===== src/rtl/ysyx_210544_csr_ctrl.sv =====
`default_nettype none
// ============================================================================
// Module  : ysyx_210544_csr_ctrl
// Brief   : CSR access initiator. Executes Zicsr read-modify-write ops,
//           ECALL trap entry, MRET return and machine-timer interrupt entry,
//           one CSR access per cycle, and returns rd values / PC redirects.
// Revision: 1.0 - initial release
// ============================================================================
module ysyx_210544_csr_ctrl #(
  parameter logic [11:0] ADR_MSTATUS = 12'h300,
  parameter logic [11:0] ADR_MTVEC   = 12'h305,
  parameter logic [11:0] ADR_MEPC    = 12'h341,
  parameter logic [11:0] ADR_MCAUSE  = 12'h342
) (
  input  logic        clk,
  input  logic        rst,
  input  logic        i_req_valid,
  output logic        o_req_ready,
  input  logic [3:0]  i_req_op,
  input  logic [11:0] i_req_csr_addr,
  input  logic [63:0] i_req_src,
  input  logic [63:0] i_req_pc,
  input  logic [63:0] i_intr_pc,
  input  logic        i_mtip,
  input  logic        i_mstatus_mie,
  input  logic        i_mie_mtie,
  output logic        o_csr_ren,
  output logic [11:0] o_csr_addr,
  output logic        o_csr_wen,
  output logic [63:0] o_csr_wdata,
  input  logic [63:0] i_csr_rdata,
  output logic        o_rsp_valid,
  output logic [63:0] o_rsp_rdata,
  output logic        o_redirect_valid,
  output logic [63:0] o_redirect_pc
);

  localparam logic [3:0]  OP_CSRRW = 4'd0;
  localparam logic [3:0]  OP_CSRRS = 4'd1;
  localparam logic [3:0]  OP_CSRRC = 4'd2;
  localparam logic [3:0]  OP_ECALL = 4'd3;
  localparam logic [3:0]  OP_MRET  = 4'd4;
  localparam logic [63:0] CAUSE_ECALL_M = 64'd11;
  localparam logic [63:0] CAUSE_MTI     = 64'h8000_0000_0000_0007;

  typedef enum logic [3:0] {
    S_IDLE    = 4'd0,
    S_CSR     = 4'd1,
    S_T_EPC   = 4'd2,
    S_T_CAUSE = 4'd3,
    S_T_ST    = 4'd4,
    S_T_VEC   = 4'd5,
    S_M_ST    = 4'd6,
    S_M_EPC   = 4'd7,
    S_NOP     = 4'd8
  } state_t;

  state_t      state;
  state_t      next_state;
  logic [3:0]  op_q;
  logic [11:0] addr_q;
  logic [63:0] src_q;
  logic [63:0] pc_q;      // request PC, or interrupt PC on interrupt entry
  logic        intr_q;    // current trap sequence is an interrupt, not ECALL

  logic        pend;
  logic        accept;
  logic [63:0] cause;

  assign pend        = i_mtip & i_mstatus_mie & i_mie_mtie;
  assign o_req_ready = (state == S_IDLE) & ~pend;
  assign accept      = i_req_valid & o_req_ready;
  assign cause       = intr_q ? CAUSE_MTI : CAUSE_ECALL_M;

  // State register and request/trap context capture, only while idle
  always_ff @(posedge clk) begin
    if (rst) begin
      state  <= S_IDLE;
      op_q   <= 4'd0;
      addr_q <= 12'd0;
      src_q  <= 64'd0;
      pc_q   <= 64'd0;
      intr_q <= 1'b0;
    end else begin
      state <= next_state;
      if (state == S_IDLE) begin
        if (pend) begin
          intr_q <= 1'b1;
          pc_q   <= i_intr_pc;
        end else if (accept) begin
          intr_q <= 1'b0;
          op_q   <= i_req_op;
          addr_q <= i_req_csr_addr;
          src_q  <= i_req_src;
          pc_q   <= i_req_pc;
        end
      end
    end
  end

  // Next-state and per-state CSR port / response / redirect outputs
  always_comb begin
    next_state       = state;
    o_csr_ren        = 1'b0;
    o_csr_addr       = 12'd0;
    o_csr_wen        = 1'b0;
    o_csr_wdata      = 64'd0;
    o_rsp_valid      = 1'b0;
    o_rsp_rdata      = 64'd0;
    o_redirect_valid = 1'b0;
    o_redirect_pc    = 64'd0;

    case (state)
      S_IDLE: begin
        if (pend) begin
          next_state = S_T_EPC;
        end else if (i_req_valid) begin
          case (i_req_op)
            OP_CSRRW, OP_CSRRS, OP_CSRRC: next_state = S_CSR;
            OP_ECALL:                     next_state = S_T_EPC;
            OP_MRET:                      next_state = S_M_ST;
            default:                      next_state = S_NOP;
          endcase
        end
      end
      S_CSR: begin
        o_csr_ren   = 1'b1;
        o_csr_addr  = addr_q;
        o_rsp_valid = 1'b1;
        o_rsp_rdata = i_csr_rdata;
        case (op_q)
          OP_CSRRW: o_csr_wdata = src_q;
          OP_CSRRS: o_csr_wdata = i_csr_rdata | src_q;
          default:  o_csr_wdata = i_csr_rdata & ~src_q;
        endcase
        // set/clear with a zero mask must not write (read-only CSRs)
        o_csr_wen  = (op_q == OP_CSRRW) | (src_q != 64'd0);
        next_state = S_IDLE;
      end
      S_T_EPC: begin
        o_csr_wen   = 1'b1;
        o_csr_addr  = ADR_MEPC;
        o_csr_wdata = {pc_q[63:2], 2'b00};
        next_state  = S_T_CAUSE;
      end
      S_T_CAUSE: begin
        o_csr_wen   = 1'b1;
        o_csr_addr  = ADR_MCAUSE;
        o_csr_wdata = cause;
        next_state  = S_T_ST;
      end
      S_T_ST: begin
        o_csr_ren          = 1'b1;
        o_csr_wen          = 1'b1;
        o_csr_addr         = ADR_MSTATUS;
        o_csr_wdata        = i_csr_rdata;
        o_csr_wdata[7]     = i_csr_rdata[3];
        o_csr_wdata[3]     = 1'b0;
        o_csr_wdata[12:11] = 2'b11;
        next_state         = S_T_VEC;
      end
      S_T_VEC: begin
        o_csr_ren        = 1'b1;
        o_csr_addr       = ADR_MTVEC;
        o_redirect_valid = 1'b1;
        o_redirect_pc    = {i_csr_rdata[63:2], 2'b00};
        o_rsp_valid      = ~intr_q;
        next_state       = S_IDLE;
      end
      S_M_ST: begin
        o_csr_ren          = 1'b1;
        o_csr_wen          = 1'b1;
        o_csr_addr         = ADR_MSTATUS;
        o_csr_wdata        = i_csr_rdata;
        o_csr_wdata[3]     = i_csr_rdata[7];
        o_csr_wdata[7]     = 1'b1;
        o_csr_wdata[12:11] = 2'b11;
        next_state         = S_M_EPC;
      end
      S_M_EPC: begin
        o_csr_ren        = 1'b1;
        o_csr_addr       = ADR_MEPC;
        o_redirect_valid = 1'b1;
        o_redirect_pc    = i_csr_rdata;
        o_rsp_valid      = 1'b1;
        next_state       = S_IDLE;
      end
      S_NOP: begin
        o_rsp_valid = 1'b1;
        next_state  = S_IDLE;
      end
      default: next_state = S_IDLE;
    endcase

    // a reset landing mid-sequence must not let the current step write or pulse
    if (rst) begin
      o_csr_ren        = 1'b0;
      o_csr_addr       = 12'd0;
      o_csr_wen        = 1'b0;
      o_csr_wdata      = 64'd0;
      o_rsp_valid      = 1'b0;
      o_rsp_rdata      = 64'd0;
      o_redirect_valid = 1'b0;
      o_redirect_pc    = 64'd0;
    end
  end

endmodule
`default_nettype wire


===== config.mk =====
export PLATFORM = sky130hd
export DESIGN_NAME = ysyx_210544_csr_ctrl
export DESIGN_NICKNAME = d
export VERILOG_FILES = /design/src/rtl/ysyx_210544_csr_ctrl.sv
export SDC_FILE = /design/constraint.sdc
export NUM_CORES = 1
export LEC_CHECK = 0
export BUFFER_PORTS_ARGS = -buffer_cell sky130_fd_sc_hd__buf_2
export CAP_MARGIN = 30
export CORE_AREA = 2 2 189 191
export DETAILED_ROUTE_END_ITERATION = 10
export DIE_AREA = 0 0 191 193
export GPL_ROUTABILITY_DRIVEN = 0
export PLACE_DENSITY_LB_ADDON = 0.2
export SETUP_SLACK_MARGIN = 0.2
export SYNTH_ARGS = -nofsm -noshare
export SYNTH_HDL_FRONTEND = slang
export SYNTH_SLANG_ARGS = --single-unit
export TNS_END_PERCENT = 1

===== constraint.sdc =====
create_clock -name clk -period 7.2 [get_ports clk]
set_clock_uncertainty 0.05 [all_clocks]
set_input_delay 2.16 -clock clk [delete_from_list [all_inputs] [get_ports clk]]
set_output_delay 2.16 -clock clk [all_outputs]
set_load 0.02 [all_outputs]

==> out/results.ini <==
[detailed_routing]
wire_per_inst_um=18.5
ant_nets=0
first_iter_violations=594
first_pass_iters=5
drt-total-wl_mm=40.5
num_vias=10884
drc_errors=0
post_drt_via_cell_ratio=4.97

[synthesis]
synth_top_cell_by_area=dfxtp_1
netlist_top_cells_area=dfxtp_1 (32%), and2_1 (13%), nand2_1 (12%)
synth_top_area_share_pct=32.2
synth_edf_count=0
synth-warning-count=0
synth_cells=1307
synth_cell_type_count=42
seq_area_frac_synth_pct=32.2
synth.avg_cell_area_sq_um=6.99
syn_nets=1585
synth_seq_cells=147
syn-cell-area_sq_um=9140
synthFlopType=dfxtp_1
synth-async-reset-ratio_pct=0

[clock_network]
cts_resized=0
path_clk_slew_ns=0.06
cts_tree=yes
cts_made_buffers=17
clk_latency_ns=0.44
cts.path.max_buffers=2
postCtsSetupRepairBufs=0
htreeDepth=4
clock_sinks=147
root_buffer=clkbuf_16
cts_hold_buf=0

[global_route]
gr-total-overflow=0
antenna_found_initial=9
grt_pass1_wl_mm=59.7
grtUsageTotal_pct=21.1
grt_max_degree=81
first_global_vias=10038

[floorplanning]
core_sq_um=35000
start_util_pct=26.1
die_h_um=193
die_area_sq_um=36900
ios=487
fp.dieW_um=191
fp-row-count=69

[sta]
finalSetupViolations=0
finalCritPeriodShare_pct=83.9
rsz0062_at_grt=false
relSlewSlack_pct=34.7
fin_crit_ns=6.04
tns_ns=0
finalHoldViolCount=0
fmax_mhz=165
slew_violations=0
worstMarginPinSlew_ns=0.979
hold_ws_ns=0.403

[final_layout]
layout.nets=1985
layout-drive-gt1-share_pct=32.0
multi_input_area_sq_um=5720
area_growth_pct=37.3
final_cell_mix=buf_2 (481), nand2_1 (295), and2_1 (194), a21oi_1 (156), dfxtp_1 (147)
ff_latch_area_sq_um=2940
num-fill-cells=3885
final_common_cell=buf_2
fin_area_sq_um=12500

[pwr]
p_per_area_nw_per_um2=199
vdd_ir_drop_max_uv=165
p_leak_nw=5.58

[outcome]
outcome=finished clean

[setup_path]
criticalPathCategory=primary input to output pin
cp.arrival_ns=3.83
crit_fanout=37
start_kind=primary input
endpoint_kind=output pin
required_ns=4.99

[placed_design]
hpwl_mm=28.8
place_area_sq_um=11900
port_buffers=482

[worst_hold_path]
hold_path.class=flop to flop

[flow_run]
cap_violations=0

==> final timing paths <==
check,endpoint,from,slack [ns],cells after the start
setup reg to reg,pc_q[62],state[1],4.18,5
hold / removal,addr_q[4],addr_q[4],0.40,2
hold reg to reg,addr_q[4],addr_q[4],0.40,2
setup / recovery,o_csr_wdata[7],rst,1.16,5
==> worst max-delay path: stages <==
cell and delay [ns]:
buf_4 0.12, a21o_2 0.57, buf_4 0.55, a31oi_1 0.17
buf_2 0.20
==> metrics by stage <==
| step | setup slack, ns | instances | power, mW | util (%) |
|---|---|---|---|---|
| floorplan | 1.65 | 1307 | 1.27 | - |
| global placement | 1.17 | 2147 | 1.47 | 33.8 |
| detailed placement | 1.15 | 2149 | 1.48 | 33.9 |
| CTS | 1.14 | 2181 | 2.52 | 35.8 |
| global route | 1.06 | 2189 | 2.63 | 35.9 |
| finish | 1.16 | 2190 | 2.50 | 35.9 |
==> registers in the layout (all words and copies together), names as in the netlist <==
signal,cells
addr_q,12
intr_q,1
state,4
pc_q,62
src_q,64
op_q,4
==> synthesized netlist by cell type, types with 4 or more instances <==
| library cell | number |
|---|---|
| buf_6 | 4 |
| and2_1 | 194 |
| a22oi_1 | 58 |
| clkbuf_1 | 79 |
| nand4_1 | 4 |
| buf_1 | 6 |
| nand2_1 | 295 |
| nor2_1 | 72 |
| a311oi_1 | 62 |
| buf_2 | 22 |
| inv_1 | 4 |
| and3_1 | 4 |
| nor3_1 | 6 |
| dfxtp_1 | 147 |
| nor4_1 | 18 |
| nor3b_1 | 64 |
| a21oi_1 | 156 |
| buf_4 | 7 |
| o21ai_0 | 68 |
| nand2b_1 | 7 |
==> cell type report <==
cell class	count	share of cell area, %
Antenna cell	9	0.180
Clock buffer	20	3.72
Clock inverter	12	1.62
Inverter	4	0.120
Multi-Input combinational cell	1036	45.6
Sequential cell	147	23.5
Tap cell	461	4.60
Timing Repair Buffer	501	20.7
==> where the power goes <==
group          switching (mW)  internal [mW]
Combinational           0.317          0.193
Sequential             0.0648          0.893
Clock                   0.391          0.643
==> routing by layer <==
metal	up-vias	global-route usage (%)	share of wire [%]
li1	5335	-	-
met1	5112	26.8	44
met2	398	35.2	47
met3	37	5.32	7.0
met4	2	6.32	1.7
met5	-	0	0.027
==> cells by family after synthesis <==
logic type / synth area share (%)
multiplexers: 0.110
AO/OA/AOI/OAI: 24.2
flip-flops: 32.2
buffers and inverters: 6.04
AND/OR/NAND/NOR: 37.5
(Power assumes the default switching activity.)
